===== src/rtl/mod_updown_counter.sv =====
// mod_updown_counter: modulo-N up/down counter with load, sync clear, wrap/saturate,
// cascade terminal count, wrap pulse and sticky overflow.
module mod_updown_counter #(
   parameter int WIDTH       = 8,
   parameter int MODULUS     = 256,
   parameter int RESET_VALUE = 0
) (
   input  logic             clk,
   input  logic             clear_n,
   input  logic             sclr,
   input  logic             load,
   input  logic [WIDTH-1:0] load_val,
   input  logic             en,
   input  logic             up_dn,
   input  logic             sat,
   output logic [WIDTH-1:0] q,
   output logic             tc,
   output logic             wrap_pulse,
   output logic             ovf
);
   // Limits are compared one bit wider so MODULUS == 2**WIDTH needs no special case
   localparam logic [WIDTH:0]   MAXV = (WIDTH+1)'(MODULUS - 1);
   localparam logic [WIDTH-1:0] MAXW = MAXV[WIDTH-1:0];
   localparam logic [WIDTH-1:0] RSTV = WIDTH'(RESET_VALUE);

   logic [WIDTH-1:0] cnt_q, cnt_d;
   logic             wrap_q, wrap_d;
   logic             ovf_q, ovf_d;
   logic             at_max, at_zero, at_limit;

   assign at_max   = {1'b0, cnt_q} == MAXV;
   assign at_zero  = cnt_q == '0;
   assign at_limit = up_dn ? at_max : at_zero;

   always_comb begin
      cnt_d  = cnt_q;
      wrap_d = 1'b0;
      ovf_d  = ovf_q;
      if (sclr) begin
         cnt_d = RSTV;
         ovf_d = 1'b0;
      end else if (load) begin
         cnt_d = ({1'b0, load_val} > MAXV) ? MAXW : load_val;
      end else if (en) begin
         if (!at_limit) cnt_d = up_dn ? cnt_q + 1'b1 : cnt_q - 1'b1;
         else begin
            ovf_d  = 1'b1;
            wrap_d = ~sat;
            cnt_d  = sat ? cnt_q : (up_dn ? '0 : MAXW);
         end
      end
   end

   always_ff @(posedge clk or negedge clear_n) begin
      if (!clear_n) begin
         cnt_q  <= RSTV;
         wrap_q <= 1'b0;
         ovf_q  <= 1'b0;
      end else begin
         cnt_q  <= cnt_d;
         wrap_q <= wrap_d;
         ovf_q  <= ovf_d;
      end
   end

   assign q          = cnt_q;
   assign tc         = en & ~sclr & ~load & at_limit;
   assign wrap_pulse = wrap_q;
   assign ovf        = ovf_q;
endmodule


===== config.mk =====
export PLATFORM = sky130hd
export DESIGN_NAME = mod_updown_counter
export DESIGN_NICKNAME = d
export VERILOG_FILES = /design/src/rtl/mod_updown_counter.sv
export SDC_FILE = /design/constraint.sdc
export NUM_CORES = 1
export LEC_CHECK = 0
export BUFFER_PORTS_ARGS = -buffer_cell sky130_fd_sc_hd__buf_4
export CAP_MARGIN = 20
export CORE_MARGIN = 3
export CORE_UTILIZATION = 40
export DETAILED_ROUTE_END_ITERATION = 6
export HOLD_SLACK_MARGIN = 0.02
export PLACE_DENSITY_LB_ADDON = 0.2
export SLEW_MARGIN = 20
export SYNTH_ARGS = -nofsm -noshare
export SYNTH_HDL_FRONTEND = slang
export SYNTH_SLANG_ARGS = --single-unit

===== constraint.sdc =====
create_clock -name clk -period 1.8 [get_ports clk]
set_clock_uncertainty 0.15 [all_clocks]
set_input_delay 0.09 -clock clk [delete_from_list [all_inputs] [get_ports clk]]
set_output_delay 0.09 -clock clk [all_outputs]
set_load 0.01 [all_outputs]

==> results of run 1 <==
kinds of logic (layout without fill, tap and decap cells):
group / Yosys count / in the layout / synth area share (%)
AO/OA/AOI/OAI: 38 / 38 / 27.7
XOR/XNOR: 5 / 5 / 5.00
adder cells (fa/ha/maj): 7 / 7 / 10.9
buffers and inverters: 10 / 74 / 7.86
flip-flops: 10 / 10 / 28.6
multiplexers: 1 / 1 / 1.14
AND/OR/NAND/NOR: 29 / 29 / 18.9
cell type report:
class | instances | share of cell area [%]
Clock buffer | 4 | 2.36
Sequential cell | 10 | 16.6
Tap cell | 27 | 2.20
Inverter | 8 | 1.95
Timing Repair Buffer | 62 | 32.5
Multi-Input combinational cell | 80 | 44.3
through the flow:
stage               instances  power, W  setup WS [ns]  area (um2)  utilization [%]
global route              191   0.00124         -0.233        1540             76.1
finish                    191   0.00117         -0.118        1540             76.1
detailed placement        166  0.000794         -0.130        1190             59.0
CTS                       188   0.00110        -0.0716        1450             71.7
global placement          166  0.000784         -0.133        1190             59.0
floorplan                 100  0.000584        0.00984         891                -
state kept, by name (all words and copies together), names as in the netlist:
name / cells
ovf: 1
q: 8
wrap_pulse: 1
path summary, 6_finish.rpt:
path / startpoint / depth (start not counted) / end
min: clear_n / 2 / q[0]$_DFFE_PN0P_
max reg2reg: q[1]$_DFFE_PN0P_ / 7 / q[6]$_DFFE_PN0P_
max: q[3]$_DFFE_PN0P_ / 7 / tc
min reg2reg: ovf$_DFFE_PN0P_ / 2 / ovf$_DFFE_PN0P_
min in group clk: load / 4 / q[0]$_DFFE_PN0P_
max in group asynchronous: clear_n / 2 / q[4]$_DFFE_PN0P_
where the power goes:
part / switching, W / internal, W
sequential: 0.0000460 / 0.000256
clock: 0.0000892 / 0.000123
combinational: 0.000305 / 0.000346
total: 0.000441 / 0.000725
worst max-delay path, stage by stage, from the launching register on:
cell,delay [ns]
dfrtp_2,0.45
buf_4,0.14
nand4_1,0.12
nor3_4,0.28
or2b_4,0.19
nand3_4,0.06
inv_2,0.07
buf_6,0.09
routing by layer:
| metal | global-route usage (%) | share of wire, % | up-vias |
|---|---|---|---|
| met4 | 7.23 | 1.2 | 0 |
| met3 | 5.13 | 4.5 | 7 |
| met1 | 24.9 | 43 | 480 |
| met5 | 0 | 0 | - |
| met2 | 40.1 | 51 | 34 |
| li1 | - | - | 503 |
Yosys cell counts (2+ instances only):
master / number
ha_1: 6
nand2_1: 6
a21oi_1: 13
dfrtp_1: 10
a211oi_1: 2
nor3_1: 3
nand2b_1: 2
inv_1: 8
nand3_1: 3
xnor2_1: 2
o21ai_0: 3
a22oi_1: 4
nor2_1: 6
o21ai_1: 4
nand4_1: 2
xor2_1: 3
o211ai_1: 3
repair_timing:
action | 4_1_cts | 5_1_grt
buffers inserted | 7 | 3
hold endpoints to repair | 20 | 0
cloned | 0 | 0
hold buffers | 11 | 0
pin swaps | 8 | 4
setup endpoints to repair | 6 | 11
gates resized for setup | 16 | 11
==> metrics, run 1 <==
final slew viol count=0; slack of the critical path=-0.118 ns; largest net degree at the start of global routing=11; vias in the first global route=~1.0k; commonest cells after routing, fill and taps aside=49 x buf_4, 11 x dlygate4sd3_1, 8 x a21oi_1; hpwl dp=around 2 mm; fill count=roughly 140; nets@finish=approximately 190; Post-DRT Antenna Nets=0; max_slew headroom=roughly 73%; Die ar.=around 2800 um2; Ant. Diodes=0; clock-pin transition on the worst setup and hold timing paths=roughly 0.080 ns; fin crit period=approximately 1.9 ns; FF+latch count, synth=10; Tcrit/Tclk final=107%; Routed WL=2.93 mm; fmax=around 520 MHz; final setup fails=9; Yosys top cell area share=about 29%; Yosys warnings=0; gp weighted congestion=0.838; CTS tree=built; TritonRoute pass-1 iters=4; CP Data Arrival Time=roughly 1.7 ns; status=finished, violations left; Min-Delay Path Class=in2async; routed vias=about 1.0k; ys async rst share=100%; Worst Tran Pin Value=about 0.40 ns; Reg area=around 260 um2; Post-synth EDFFs=0; Starting Density=between 40 and 50%; CTS buffer count=3; wire per inst=between 15 and 20 um; via/cell ratio=approximately 5.4; Final Hold Viols=0; Max FO, Critical Path=4; register area share after synthesis=between 20 and 30%; I/O Pins=26; first-pass GRT wire length=approximately 4.4 mm; leakage=between 0.7 and 0.8 nW; First DRT Iteration DRCs=25; pwr dens=758 nW/um2; layout cells sized above 1=around half; num rows=16; Distinct cells, synth=37; Max IR drop VDD=503 uV; Die W=around 53 um; core area=a little over 2000 um2; worst endpoint required time=about 1.6 ns; Clock Sinks=10; clk root buf=clkbuf_4; grt total ovfl=0; number of port buffers=25; Synth Flop Type=dfrtp_1; worst skew pair latency=0.27 ns; CTS max path bufs=2; worst hold slack=0.0378 ns; CP startpoint kind=register; area leader, netlist=dfrtp_1; Syn Nets=about 120; failing checks=setup timing; Die Height=~53 um; Layout area overhead=75.6%; initial antenna violation count=0; commonest non-fill, non-tap cell in the layout=buf_4; Synth area leaders=dfrtp_1 29%, ha_1 8.6%, a21oi_1 7.4%; DRC=0; GRT Total Usage=between 20% and 30%; setup TNS=-0.492 ns; total of max-cap violations=0; flop-to-flop setup slack=-0.10 ns; unrepaired setup endpoints after global routing=yes; Post-Syn Area per Cell=8.76 um2; CP Capture Type=output port; Cell Area, Synth=876 um2; multi-input logic area=682 um2; H-tree levels=1; crit path kind=reg2out; Syn Inst Count=100
Note: power is estimated with default switching activity, not from simulation.
==> inputs of run 2 (changes only) <==
--- a/config.mk
+++ b/config.mk
@@ -8,7 +8,7 @@
 export BUFFER_PORTS_ARGS = -buffer_cell sky130_fd_sc_hd__buf_4
 export CAP_MARGIN = 20
 export CORE_MARGIN = 3
-export CORE_UTILIZATION = 40
+export CORE_UTILIZATION = 45
 export DETAILED_ROUTE_END_ITERATION = 6
 export HOLD_SLACK_MARGIN = 0.02
 export PLACE_DENSITY_LB_ADDON = 0.2
==> metrics, run 2 (same netlist as run 1, synthesis figures left out) <==
Min-Delay Path Class=in2async; fill count=between 50 and 60; grt total ovfl=0; power share of the combinational group=60.3%; TritonRoute pass-1 iters=7; largest net degree at the start of global routing=11; max_slew headroom=roughly 59%; CP peak stage delay=roughly 0.48 ns; H-tree levels=1; internal power=a little under 0.0008 W; Die ar.=between 2000 and 3000 um2; P_sw=about 0.00053 W; worst skew pair latency=between 0.2 and 0.3 ns; slowest stage cell on the critical path=nor3_1; Tot Pwr=0.00131 W; final slew viol count=0; via/cell ratio=6.46; Die Height=~50 um; worst hold slack=about 0.032 ns; leakage=0.769 nW; Worst Tran Pin Value=roughly 0.61 ns; max reg flops=8; first-pass GRT wire length=5.51 mm; CP Capture Type=register; Clk pwr share=between 10% and 20%; Routed WL=roughly 4.4 mm; core area=approximately 1800 um2; Max FO, Critical Path=4; routed vias=about 1.3k; fin area=about 1700 um2; I/O Pins=26; gp weighted congestion=~0.84; crit path cell chain=buf_4 -> nand4_1 -> nor3_4 -> nor3_1 -> nand2b_1 -> o21ai_1; CP startpoint kind=register; number of port buffers=25; worst endpoint required time=between 1.5 and 2 ns; Starting Density=about half; status=finished, violations left; fin crit period=just over 2 ns; clk root buf=clkbuf_4; hpwl dp=just under 2 mm; failing checks=setup timing; GRT Total Usage=about 29%; Max IR drop VDD=between 600 and 700 uV; Sequential Power Share=23.6%; DRC=0; layout cells sized above 1=56.4%; slack of the critical path=-0.266 ns; nets@finish=195; unrepaired setup endpoints after global routing=yes; commonest cells after routing, fill and taps aside=52 x buf_4, 12 x dlygate4sd3_1, 10 x a21oi_1; clock-pin transition on the worst setup and hold timing paths=0.08 ns; Ant. Diodes=0; wire per inst=roughly 22 um; CTS buffer count=3; dpl cell area=1180 um2; CTS max path bufs=2; First DRT Iteration DRCs=95; Tcrit/Tclk final=115%; commonest non-fill, non-tap cell in the layout=buf_4; crit path kind=reg2reg; total of max-cap violations=0; CTS tree=built; num rows=15; Final Hold Viols=0; CP Data Arrival Time=2.09 ns; Clock Sinks=10; Layout area overhead=92.4%; Switching Fraction=roughly two fifths; fmax=around 480 MHz; initial antenna violation count=0; final setup fails=11; pwr dens=just under 800 nW/um2; vias in the first global route=about 1.2k; Die W=between 50 and 60 um; Post-DRT Antenna Nets=0; Setup WS pre-CTS=-0.135 ns
[run 2: cell types whose count changed in the layout (fill, tap and decap cells not counted), sizes merged]
cell         before  now
dlygate4sd3      11   12
buf              51   58
[run 2: metrics by stage]
step / cells / TNS [ns] / utilization (%)
after floorplan: 100 / 0 / -
after global placement: 163 / -0.195 / 66.4
after detailed placement: 163 / -0.306 / 66.4
after CTS: 192 / -0.165 / 85.1
after global routing: 197 / -2.26 / 94.5
final: 197 / -1.84 / 94.5
[run 2: path summary, 6_finish.rpt]
path                       slack, ns                to        startpoint  cells after the start
min in group clk                0.13  q[2]$_DFFE_PN0P_              sclr                      4
hold reg to reg                 0.42   ovf$_DFFE_PN0P_   ovf$_DFFE_PN0P_                      2
max in group asynchronous       1.29  q[3]$_DFFE_PN0P_           clear_n                      2
setup reg to reg               -0.27  q[3]$_DFFE_PN0P_  q[3]$_DFFE_PN0P_                      6
setup / recovery               -0.27  q[3]$_DFFE_PN0P_  q[3]$_DFFE_PN0P_                      6
hold / removal                  0.03  q[2]$_DFFE_PN0P_           clear_n                      2
[run 2: timing repair]
action | in CTS | in global routing
setup endpoints to repair | 5 | 11
hold buffers | 12 | 0
hold endpoints to repair | 20 | 0
setup buffers | 13 | 5
pin swaps | 9 | 14
resized for setup | 18 | 25
[run 2: area by class of cell]
| class | instances | area, um2 | area share, % |
|---|---|---|---|
| timing repair buffer | 70 | 578 | 34.3 |
| multi-input combinational | 80 | 752 | 44.6 |
| clock buffer | 4 | 36.3 | 2.15 |
| inverter | 8 | 30.0 | 1.78 |
| tap | 25 | 31.3 | 1.86 |
| sequential | 10 | 258 | 15.3 |
[run 2: power groups by stage]
stage               logic, W  clock network, W  registers, W
CTS                 0.000631          0.000210      0.000298
floorplan           0.000271                 0      0.000313
finish              0.000790          0.000211      0.000309
global route        0.000822          0.000222      0.000311
global placement    0.000478                 0      0.000301
detailed placement  0.000489                 0      0.000303
[run 2: critical path: cells and delay by family, from the launching register on]
family,cells,cell delay (ns)
simple gates,4,0.98
buf+inv,1,0.16
compound gates,1,0.24
flops,1,0.44
[run 2: layer usage]
metal / vias to the layer above / global-route usage, % / wire, um
li1: 525 / - / -
met1: 588 / 29.2 / 1580
met2: 125 / 55.2 / 2110
met3: 35 / 7.25 / 452
met5: - / 0 / 0
met4: 0 / 13.8 / 241
==> inputs of run 3 (changes only) <==
--- a/config.mk
+++ b/config.mk
@@ -9,9 +9,11 @@
 export CAP_MARGIN = 20
 export CORE_MARGIN = 3
 export CORE_UTILIZATION = 45
+export CTS_BUF_LIST = sky130_fd_sc_hd__clkbuf_16
 export DETAILED_ROUTE_END_ITERATION = 6
 export HOLD_SLACK_MARGIN = 0.02
 export PLACE_DENSITY_LB_ADDON = 0.2
+export REMOVE_ABC_BUFFERS = 1
 export SLEW_MARGIN = 20
 export SYNTH_ARGS = -nofsm -noshare
 export SYNTH_HDL_FRONTEND = slang
==> metrics, run 3 (same netlist as run 1, synthesis figures left out) <==
status=finished, violations left; failing checks=setup timing; grt total ovfl=0; dpl cell area=approximately 1200 um2; I/O Pins=26; pwr dens=899 nW/um2; CP Data Arrival Time=between 1.5 and 2 ns; slowest stage cell on the critical path=dfrtp_2; GRT Total Usage=between 30% and 40%; First DRT Iteration DRCs=89; worst hold slack=around 0.053 ns; vias in the first global route=~1.2k; leakage=roughly 0.75 nW; max reg flops=8; Min-Delay Path Class=in2reg; Sequential Power Share=between 20% and 30%; TritonRoute pass-1 iters=5; total of max-cap violations=0; commonest non-fill, non-tap cell in the layout=buf_4; power share of the combinational group=between 50% and 60%; commonest cells after routing, fill and taps aside=46 x buf_4, 11 x dlygate4sd3_1, 9 x a21oi_1; fill count=between 50 and 60; hpwl dp=around 1.9 mm; worst endpoint required time=1.56 ns; worst skew pair latency=roughly 0.24 ns; final setup fails=11; wire per inst=about 24 um; via/cell ratio=between 6 and 7; unrepaired setup endpoints after global routing=yes; Max IR drop VDD=a little over 900 uV; routed vias=between 1k and 1.5k; fin area=around 1700 um2; first-pass GRT wire length=5.79 mm; H-tree levels=1; Ant. Diodes=0; CP Capture Type=output port; clk root buf=clkbuf_16; Die ar.=between 2000 and 3000 um2; nets@finish=187; Routed WL=~4.5 mm; slack of the critical path=-0.241 ns; num rows=15; final non-filler cell total=189; clock-pin transition on the worst setup and hold timing paths=around 0.040 ns; Clock Sinks=10; initial antenna violation count=0; gp weighted congestion=approximately 0.89; Post-Place Cells=between 150 and 200; CTS buffer count=3; largest net degree at the start of global routing=11; core area=1780 um2; CP startpoint kind=register; DRC=0; Final Hold Viols=0; CP peak stage delay=about 0.45 ns; crit path cell chain=nor4_4 -> nand4_1 -> or2b_4 -> nand3_4 -> inv_2 -> buf_6; P_sw=approximately 0.00055 W; Die Height=around 50 um; number of port buffers=25; internal power=between 0.0009 and 0.001 W; Layout area overhead=88.9%; Clk pwr share=~28%; Max FO, Critical Path=4; Switching Fraction=a little under two fifths; fmax=490 MHz; max_slew headroom=66.4%; crit path kind=reg2out; Starting Density=between 40% and 50%; layout cells sized above 1=51.8%; Tcrit/Tclk final=113%; Tot Pwr=~0.0015 W; CTS tree=built; Post-DRT Antenna Nets=0; final core occ=between 90% and 100%; final slew viol count=0; CTS max path bufs=2; Die W=around 50 um; Worst Tran Pin Value=approximately 0.5 ns; fin crit period=between 2 and 2.5 ns
[run 3: changes by cell type in the layout (fill, tap and decap cells not counted), sizes merged]
cell and change:
clkinv +1, dlygate4sd3 -1, clkbuf -1, buf -7
[run 3: cell type report]
class,count,area (um2),share of cell area (%)
multi-input cells,80,738,44.6
repair buffers,62,520,31.5
flip-flops and latches,10,255,15.4
clock buffers,3,75.1,4.54
inverters,8,30.0,1.82
well taps,25,31.3,1.89
clock inverters,1,3.75,0.227
[run 3: stage by stage]
step	setup slack, ns	setup TNS [ns]
floorplan	-0.229	-0.359
global placement	-0.131	-0.362
detailed placement	-0.244	-0.724
CTS	-0.116	-0.262
global route	-0.303	-2.39
finish	-0.241	-1.48
[run 3: path summary, 6_finish.rpt]
| check | start | end | slack, ns | cells after the start |
|---|---|---|---|---|
| min in group asynchronous | clear_n | q[1]$_DFFE_PN0P_ | 0.09 | 2 |
| max in group asynchronous | clear_n | q[3]$_DFFE_PN0P_ | 1.24 | 2 |
| max reg2reg | q[4]$_DFFE_PN0P_ | q[4]$_DFFE_PN0P_ | -0.20 | 6 |
| max | q[4]$_DFFE_PN0P_ | tc | -0.24 | 6 |
| min reg2reg | ovf$_DFFE_PN0P_ | ovf$_DFFE_PN0P_ | 0.41 | 2 |
| min | load_val[4] | q[4]$_DFFE_PN0P_ | 0.05 | 3 |
[run 3: worst max-delay path, delay by kind of cell (launching register included)]
family                 cells  cell delay (ns)
AND/OR/NAND/NOR            4             0.92
flip-flops                 1             0.45
buffers and inverters      2             0.18
[run 3: metal layers]
layer,track usage [%],up-vias,part of all wire [%]
met4,15.2,0,4.5
li1,-,511,-
met1,35.1,582,38
met5,0,-,0
met2,52.4,119,48
met3,6.95,26,9.4
[run 3: power by group through the flow]
stage	logic (W)	clock network, W	registers [W]
2_1_floorplan	0.000250	0	0.000311
3_3_place_gp	0.000467	0	0.000299
3_5_place_dp	0.000477	0	0.000301
4_1_cts	0.000613	0.000398	0.000304
5_1_grt	0.000801	0.000418	0.000311
6_report	0.000762	0.000418	0.000308
[run 3: what timing repair did]
action                     4_1_cts  5_1_grt
cloned                           0        0
hold buffers                    11        0
pin swaps                       10       19
setup endpoints to repair        9        9
buffers inserted                 6        5
gates resized for setup         28       16
hold endpoints to repair        19        0
